--- config.mk ---
export PLATFORM = sky130hd
export DESIGN_NAME = instmem_loadable
export DESIGN_NICKNAME = d
export VERILOG_FILES = /design/src/rtl/instmem_pkg.sv /design/src/rtl/instmem_byte_packer.sv /design/src/rtl/instmem_loadable.sv
export SDC_FILE = /design/constraint.sdc
export NUM_CORES = 1
export LEC_CHECK = 0
export ABC_AREA = 1
export CAP_MARGIN = 10
export CORE_MARGIN = 2
export CORE_UTILIZATION = 41
export CTS_CLUSTER_SIZE = 10
export DETAILED_ROUTE_END_ITERATION = 8
export HOLD_SLACK_MARGIN = 0.02
export MAX_ROUTING_LAYER = met4
export PLACE_DENSITY_LB_ADDON = 0.08
export SLEW_MARGIN = 40
export SYNTH_ARGS = -nofsm -noshare
export SYNTH_HDL_FRONTEND = slang
export SYNTH_SLANG_ARGS = --single-unit
--- constraint.sdc ---
create_clock -name Clk -period 4.76 [get_ports Clk]
set_input_delay 0.714 -clock Clk [delete_from_list [all_inputs] [get_ports Clk]]
set_output_delay 0.714 -clock Clk [all_outputs]
set_load 0.005 [all_outputs]
--- src/rtl/instmem_pkg.sv ---
// Shared types and constants for the loadable instruction memory.
// Optional feature macro: INSTMEM_PARITY_EN (see instmem_loadable).
package instmem_pkg;

    typedef enum logic [1:0] {
        IDLE = 2'd0,
        LOAD = 2'd1,
        RUN  = 2'd2
    } state_e;

    localparam int unsigned DEFAULT_DATA_W = 32;
    localparam int unsigned BYTES_PER_WORD = DEFAULT_DATA_W / 8;
    localparam logic [DEFAULT_DATA_W-1:0] NOP = '0;

    function automatic int unsigned bytes_per_word(input int unsigned data_w);
        return data_w / 8;
    endfunction

endpackage

--- src/rtl/instmem_byte_packer.sv ---
// Assembles little-endian program bytes into words; flushes a partial word
// (upper bytes zero) when the load is finalised.
module instmem_byte_packer
    import instmem_pkg::*;
#(
    parameter int unsigned BYTES = BYTES_PER_WORD
) (
    input  logic               clk,
    input  logic               rst_n,
    input  logic               restart,
    input  logic               byte_en,
    input  logic [7:0]         byte_in,
    input  logic               flush,
    output logic               word_we,
    output logic [BYTES*8-1:0] word_data
);

    localparam int unsigned IDX_W = (BYTES > 1) ? $clog2(BYTES) : 1;

    logic [IDX_W-1:0]   idx_q, idx_d;
    logic [BYTES*8-1:0] asm_q, asm_d, merged;
    logic               last_byte, pending;

    always_comb begin
        merged = asm_q;
        if (byte_en) begin
            merged[32'(idx_q)*8 +: 8] = byte_in;
        end
        last_byte = byte_en && (32'(idx_q) == BYTES - 1);
        pending   = byte_en || (idx_q != '0);
        word_we   = last_byte || (flush && pending);
        word_data = merged;

        idx_d = idx_q;
        asm_d = asm_q;
        if (restart || word_we || flush) begin
            idx_d = '0;
            asm_d = '0;
        end else if (byte_en) begin
            idx_d = idx_q + IDX_W'(1);
            asm_d = merged;
        end
    end

    always_ff @(posedge clk or negedge rst_n) begin
        if (!rst_n) begin
            idx_q <= '0;
            asm_q <= '0;
        end else begin
            idx_q <= idx_d;
            asm_q <= asm_d;
        end
    end

endmodule

--- src/rtl/instmem_loadable.sv ---
// Word-addressed instruction RAM with a byte-serial loader and registered fetch port.
// Define INSTMEM_PARITY_EN to store an even-parity bit per word and add the ParErr output.
module instmem_loadable
    import instmem_pkg::*;
#(
    parameter int unsigned DATA_W     = 32,
    parameter int unsigned DEPTH_LOG2 = 5,
    parameter int unsigned ADDR_W     = 32
) (
    input  logic              Clk,
    input  logic              Clrn,
    input  logic              LdStart,
    input  logic              LdValid,
    input  logic [7:0]        LdByte,
    output logic              LdReady,
    input  logic              LdDone,
    input  logic              FetchReq,
    input  logic [ADDR_W-1:0] Addr,
    output logic [DATA_W-1:0] Inst,
    output logic              InstValid,
    output logic              AddrErr,
    output logic              Busy,
    output logic [DEPTH_LOG2:0] WordCnt
`ifdef INSTMEM_PARITY_EN
    ,
    output logic              ParErr
`endif
);

    localparam int unsigned DEPTH = 1 << DEPTH_LOG2;
    localparam int unsigned BPW   = bytes_per_word(DATA_W);

    state_e              state_q;
    logic [DEPTH_LOG2:0] cnt_q;
    logic [DATA_W-1:0]   mem [DEPTH];
`ifdef INSTMEM_PARITY_EN
    logic                par_mem [DEPTH];
`endif

    logic                  byte_acc, flush, word_we;
    logic [DATA_W-1:0]     word_data;
    logic [DEPTH_LOG2-1:0] wr_idx, rd_idx;
    logic                  addr_bad;

    // The write pointer always equals the loaded word count, so one register serves both.
    assign Busy    = (state_q == LOAD);
    assign LdReady = Busy && !cnt_q[DEPTH_LOG2];
    assign WordCnt = cnt_q;

    assign byte_acc = LdValid && LdReady && !LdStart;
    assign flush    = Busy && LdDone && !LdStart;
    assign wr_idx   = cnt_q[DEPTH_LOG2-1:0];
    assign rd_idx   = Addr[DEPTH_LOG2+1:2];
    assign addr_bad = (Addr[1:0] != 2'b00) || ((Addr >> (DEPTH_LOG2 + 2)) != '0) ||
                      ({1'b0, rd_idx} >= cnt_q);

    instmem_byte_packer #(
        .BYTES (BPW)
    ) u_packer (
        .clk       (Clk),
        .rst_n     (Clrn),
        .restart   (LdStart),
        .byte_en   (byte_acc),
        .byte_in   (LdByte),
        .flush     (flush),
        .word_we   (word_we),
        .word_data (word_data)
    );

    always_ff @(posedge Clk or negedge Clrn) begin
        if (!Clrn) begin
            state_q <= IDLE;
            cnt_q   <= '0;
        end else if (LdStart) begin
            state_q <= LOAD;
            cnt_q   <= '0;
        end else if (state_q == LOAD) begin
            if (word_we) begin
                cnt_q <= cnt_q + 1'b1;
            end
            if (LdDone) begin
                state_q <= RUN;
            end
        end
    end

    // Array is deliberately not reset; unloaded words are unreachable through WordCnt.
    always_ff @(posedge Clk) begin
        if (word_we) begin
            mem[wr_idx] <= word_data;
`ifdef INSTMEM_PARITY_EN
            par_mem[wr_idx] <= ^word_data;
`endif
        end
    end

    always_ff @(posedge Clk or negedge Clrn) begin
        if (!Clrn) begin
            Inst      <= DATA_W'(NOP);
            InstValid <= 1'b0;
            AddrErr   <= 1'b0;
`ifdef INSTMEM_PARITY_EN
            ParErr    <= 1'b0;
`endif
        end else begin
            Inst      <= DATA_W'(NOP);
            InstValid <= 1'b0;
            AddrErr   <= 1'b0;
`ifdef INSTMEM_PARITY_EN
            ParErr    <= 1'b0;
`endif
            if (FetchReq) begin
                unique case (state_q)
                    IDLE: begin
                        InstValid <= 1'b1;
                        AddrErr   <= 1'b1;
                    end
                    RUN: begin
                        InstValid <= 1'b1;
                        if (addr_bad) begin
                            AddrErr <= 1'b1;
                        end else begin
                            Inst <= mem[rd_idx];
`ifdef INSTMEM_PARITY_EN
                            ParErr <= (^mem[rd_idx]) != par_mem[rd_idx];
`endif
                        end
                    end
                    default: ;
                endcase
            end
        end
    end

endmodule

**After elaboration in Yosys (flattened, before gate mapping)**

Memory sizes are Yosys's and may differ from the RTL's.
Index checks and enable logic that the tools add are counted.

- Memories: 1
- Bits in registers: 76
- Logic and storage cells: 65
- RAM bits: 1024

- Equal/unequal tests: 3
- Shift operators: 2
- Reduce and logical (&&, ||, !) cells: 26
- Magnitude comparators: 1
- Multiplexer cells: 22
- Add/sub/neg operators: 3

Memory list:

| name | depth | width | rd ports | clocked after memory_dff | write ports | RTL line | source |
|---|---|---|---|---|---|---|---|
| mem | 32 | 32 | 1 | 0 | 1 | instmem_loadable.sv:35 | `logic [DATA_W-1:0] mem [DEPTH];` |

Operators by type and width:

| kind | number |
|---|---|
| 32-bit two-way mux | 6 |
| 5-bit negation with 34-bit output | 1 |
| 8-bit by 34-bit variable shift with 32-bit output (first input constant) | 1 |
| 8-bit by 34-bit indexed part select with 32-bit output | 1 |
| 32-bit bitwise mux | 1 |
| 32-bit nonzero test | 1 |
| 6-bit two-way mux | 3 |
| 2-bit nonzero test | 6 |
| 2-bit two-way mux | 5 |
| 1-bit logical AND | 7 |
| 6-bit by 1-bit adder with 6-bit output (second input constant) | 1 |
| 5-bit by 6-bit greater-or-equal comparator with 1-bit output | 1 |
| 1-bit logical OR | 6 |
| 1-bit two-way mux | 6 |
| 2-bit equality test (second input constant) | 2 |
| 2-bit AND reduction | 2 |
| 2-bit by 1-bit adder with 2-bit output (second input constant) | 1 |
| 2-bit by 1-bit equality test with 1-bit output (second input constant) | 1 |
| 1-bit logical NOT | 2 |
| 2-bit logical NOT | 1 |
| 1-bit one-hot mux with 2 select lines | 1 |
| 2-bit OR reduction | 1 |

**Logic depth before layout (Yosys ltp)**

- Word-level depth: 10
- Mapped depth: 17
- Mapped depth without buffers: 13

**By module**

Synthesis repeated with hierarchy kept, for this count alone.

- Cell total of the unflattened synthesis: 3758
- Area total of the unflattened synthesis: 44435.1 µm²

Modules (own cells, without submodules):

| module | times used | seq. area each (µm²) | area an instance (µm²) | cells each |
|---|---|---|---|---|
| instmem_loadable | 1 | 31800.5 | 42643.4 | 3510 |
| instmem_byte_packer | 1 | 850.8 | 1791.7 | 248 |

**Worst setup path after synthesis**

OpenSTA, ideal clock, no wires.

- Path kind: reg-to-reg
- Start: register u_packer.idx_q[0]
- End: memory mem[0][0], enable pin
- Library setup time: 0.421 ns
- Data required time: 4.339 ns
- Data arrival time: 2.906 ns
- Period minus slack after synthesis: 3.327 ns
- Path slack: 1.433 ns
- Stages on the path, launching flop included: 9
- Cells stage by stage: dfrtp_1 buf_2 inv_1 ha_1 clkbuf_1 nand2_1 buf_2 nand3_4 nor2_1

- Cells in the longest elaborated chain, start to end: 6
- Elaborated cells on any way between the ends: 8
- Those cells by class: eq/ne (1); mux (2); reduce/logical (5)

Ends and longest elaborated chain:

| what | RTL line | source |
|---|---|---|
| start, declared | instmem_byte_packer.sv:20 | `logic [IDX_W-1:0] idx_q, idx_d;` |
| start signal, assigned | instmem_byte_packer.sv:50 | `idx_q <= idx_d;` |
| 2-bit nonzero test | instmem_byte_packer.sv:30 | `pending = byte_en \|\| (idx_q != '0);` |
| 1-bit logical OR | instmem_byte_packer.sv:30 |  |
| 1-bit logical AND | instmem_byte_packer.sv:31 | `word_we = last_byte \|\| (flush && pending);` |
| 1-bit logical OR * | instmem_byte_packer.sv:31 |  |
| 1-bit two-way mux * | instmem_loadable.sv:89 | `if (word_we) begin` |
| 1-bit two-way mux (implied by the code) * | instmem_loadable.sv:90 | `mem[wr_idx] <= word_data;` |
| end, declared | instmem_loadable.sv:35 |  |

Every way passes the cells marked *; elsewhere a longest branch is shown, timed or not.

**Worst setup path in the final report**

- Start: register u_packer.idx_q[0]
- End: memory mem[12][0], enable pin

The elaborated chain is that of the path after synthesis.

==> run metrics <==
Post-synth EDFFs=about 1k; Clock Pin Slew Worst Setup and Hold Paths=approximately 0.050 ns; Reg2Reg Depth=6; setup bufs post-CTS=0; start point of the critical path=u_packer.idx_q[0]; most frequent cells in the layout=nand2_1, edfxtp_1, nand3_1; Async S/R FF share, synth=approximately 7%; H-tree Lvls=4; Most used DFF post-synth=edfxtp_1; grt ovf=0; drt drc=0; Routed WL=between 100000 and 150000 microns; Root Buffer Master=clkbuf_16; Req. time, crit path=slightly above 5 ns; post-place setup slack=just over 0.9 ns; largest net degree at the start of global routing=between 150 and 200; vias in the first global route=about 27k; synth-to-layout area growth=14.04%; final setup margin=about 1.5 ns; Min-Delay Path Class=reg2reg; mean post-synth cell area=about 12 sq um; unrepaired setup endpoints after global routing=no; Crit Reg-Reg Endpoint=mem[12][0]; worst r2r src=u_packer.idx_q[0]; Max Fclk=between 0.3 and 0.4 GHz; Core Util, Final=a little under half; drt wl/cell=approximately 24 microns; first-pass GRT wire length=~190000 microns; post-DP HPWL=between 60000 and 70000 microns; # fillers=9830; CTS tree=yes; initial antenna violation count=6; Final Hold Vio Count=0; drt pass-1 iters=6; CP Launch Type=flip-flop; min Tclk post-route=~3.2 ns; final period utilization=68.26%; CP Class=reg2reg; Seq cells post-synth=~1.1k; Tot Pwr=just over 20 mW; share of cells above drive strength 1=under 10%; IO Pins=between 80 and 90; Die Ht=334.6 microns; outcome=completed; Static Leakage=between 15 and 20 nW; I/O Buffers=slightly below 90; RePlAce Congestion=~0.82; Critical Path Sink Type=flip-flop; leading cell type in the layout, fill and taps excluded=nand2_1; Starting Density=roughly 41%; Cells after DPL=5181; synth warn=0; Worst Max-Slew Pin Slew=roughly 0.9 ns; Critical Path Sink=mem[12][0]; crit path DAT=roughly 3.7 ns; final clock skew=about 0.020 ns; Post-Syn Nets=~3.9k; Die ar.=111900 sq um; CTS buffer count=130; Final setup violation count=0; slew margin rel.=between 30% and 40%; maximum fanout along the worst path=14; Syn Inst Count=3807; post-synthesis sequential area ratio=between 70% and 80%; peak supply drop=about 220 uV; Final Non-Filler Cells=around 5.4k; DRT iter0 DRCs=around 2.7k; Slew Viols, Final=0; worst hold path stage count=2; CTS Sinks=approximately 1.1k; pwr dens=400.7 nW/um^2; Die Wd=about 330 microns; Synth cell types=28; NumNets Final=3960; Post-Syn Area=roughly 45000 sq um; vias per cell=around 5.4; post-route ant nets=0; core area=about 110000 sq um; max-cap viol count=0; DR vias=roughly 29k; Row Count=approximately 120; Bufs on Longest Clock Path=3; setup slack, reg-to-reg=1.51 ns; clk_lat worst skew=between 0.7 and 0.8 ns; final setup TNS=0 ns; CTS resizes=0; Total GRT Usage=about a quarter
cell usage after synthesis, types with 2 or more instances:
cell type | instances | area, sq um
nand2_1 | 1280 | 4805
edfxtp_1 | 1024 | 30750
nand3_1 | 930 | 4654
buf_2 | 133 | 665.6
nor2_1 | 117 | 439.2
dfrtp_1 | 76 | 1902
inv_1 | 56 | 210.2
buf_4 | 32 | 240.2
buf_6 | 32 | 360.4
clkbuf_1 | 29 | 108.9
a21oi_1 | 21 | 105.1
ha_1 | 14 | 175.2
nor3_1 | 11 | 55.05
buf_1 | 10 | 37.54
o21ai_1 | 8 | 40.04
nand4_1 | 6 | 37.54
nand2_2 | 5 | 31.28
inv_2 | 4 | 15.01
o31ai_1 | 4 | 30.03
xor2_1 | 4 | 35.03
nand3_4 | 3 | 52.55
o21ai_0 | 2 | 10.01
stage by stage:
step / hold slack, ns / cell area (sq um)
global placement: 0.4836 / 47420
global route: 0.5195 / 51090
detailed placement: 0.4863 / 47450
CTS: 0.4952 / 51090
finish: 0.4934 / 51100
floorplan: 0.4184 / 44800
worst max-delay path: stages, from the launching register on:
cell and delay, ns:
dfrtp_1 0.58, inv_1 0.25, ha_1 0.45, nand2_1 0.48, nand3_4 0.31, nor2_4 0.48, buf_4 0.36
what timing repair did:
action,CTS,global route
setup endpoints to repair,0,0
endpoints found under the hold margin,17,0
hold buffers,1,0
final cells by class:
type / instances / area, sq um / share of cell area (%)
well taps: 1414 / 1769 / 3.463
clock buffers: 183 / 3536 / 6.920
multi-input cells: 2409 / 10810 / 21.15
flip-flops and latches: 1100 / 32650 / 63.90
inverters: 62 / 271.5 / 0.5314
repair buffers: 197 / 1957 / 3.830
clock inverters: 11 / 100.1 / 0.1959
diodes: 1 / 2.502 / 0.004898
sequential cells by signal, summed over array words and instances, names as in the netlist:
name,count
mem,1024
Inst,32
u_packer.asm_q,32
WordCnt,6
state_q,2
u_packer.idx_q,2
AddrErr,1
InstValid,1
per-layer routing:
layer | share of wire, % | up-vias | GRT usage (%)
met3 | 6.5 | 230 | 4.591
met4 | 3.0 | 0 | 7.843
met1 | 46 | 14240 | 33.31
met2 | 45 | 863 | 35.07
li1 | - | 13490 | -
met5 | 0 | - | -
worst min-delay path by stage:
stage | startpoint | endpoint
after floorplan | Clrn | AddrErr
after global placement | u_packer.asm_q[31] | u_packer.asm_q[31]
after detailed placement | u_packer.asm_q[27] | u_packer.asm_q[27]
after CTS | u_packer.asm_q[27] | u_packer.asm_q[27]
after global routing | u_packer.asm_q[30] | u_packer.asm_q[30]
final | u_packer.asm_q[27] | u_packer.asm_q[27]
power by group:
group	total [mW]	internal (mW)	switching, mW	leakage (nW)
clock network	8.83	5.15	3.68	1.76
registers	10.5	10.5	0.00687	9.67
logic	1.12	0.300	0.823	7.20
logic make-up (layout without fill, tap and decap cells):
group / after synthesis / count (layout) / synth area share, %
AO/OA/AOI/OAI: 36 / 36 / 0.4301
XOR/XNOR: 4 / 4 / 0.07819
adder cells (fa/ha/maj): 14 / 14 / 0.3910
buffers and inverters: 298 / 453 / 3.686
flip-flops: 1100 / 1100 / 72.88
other: 0 / 1 / 0
AND/OR/NAND/NOR: 2355 / 2355 / 22.54
Power figures use the tool's default switching activity.
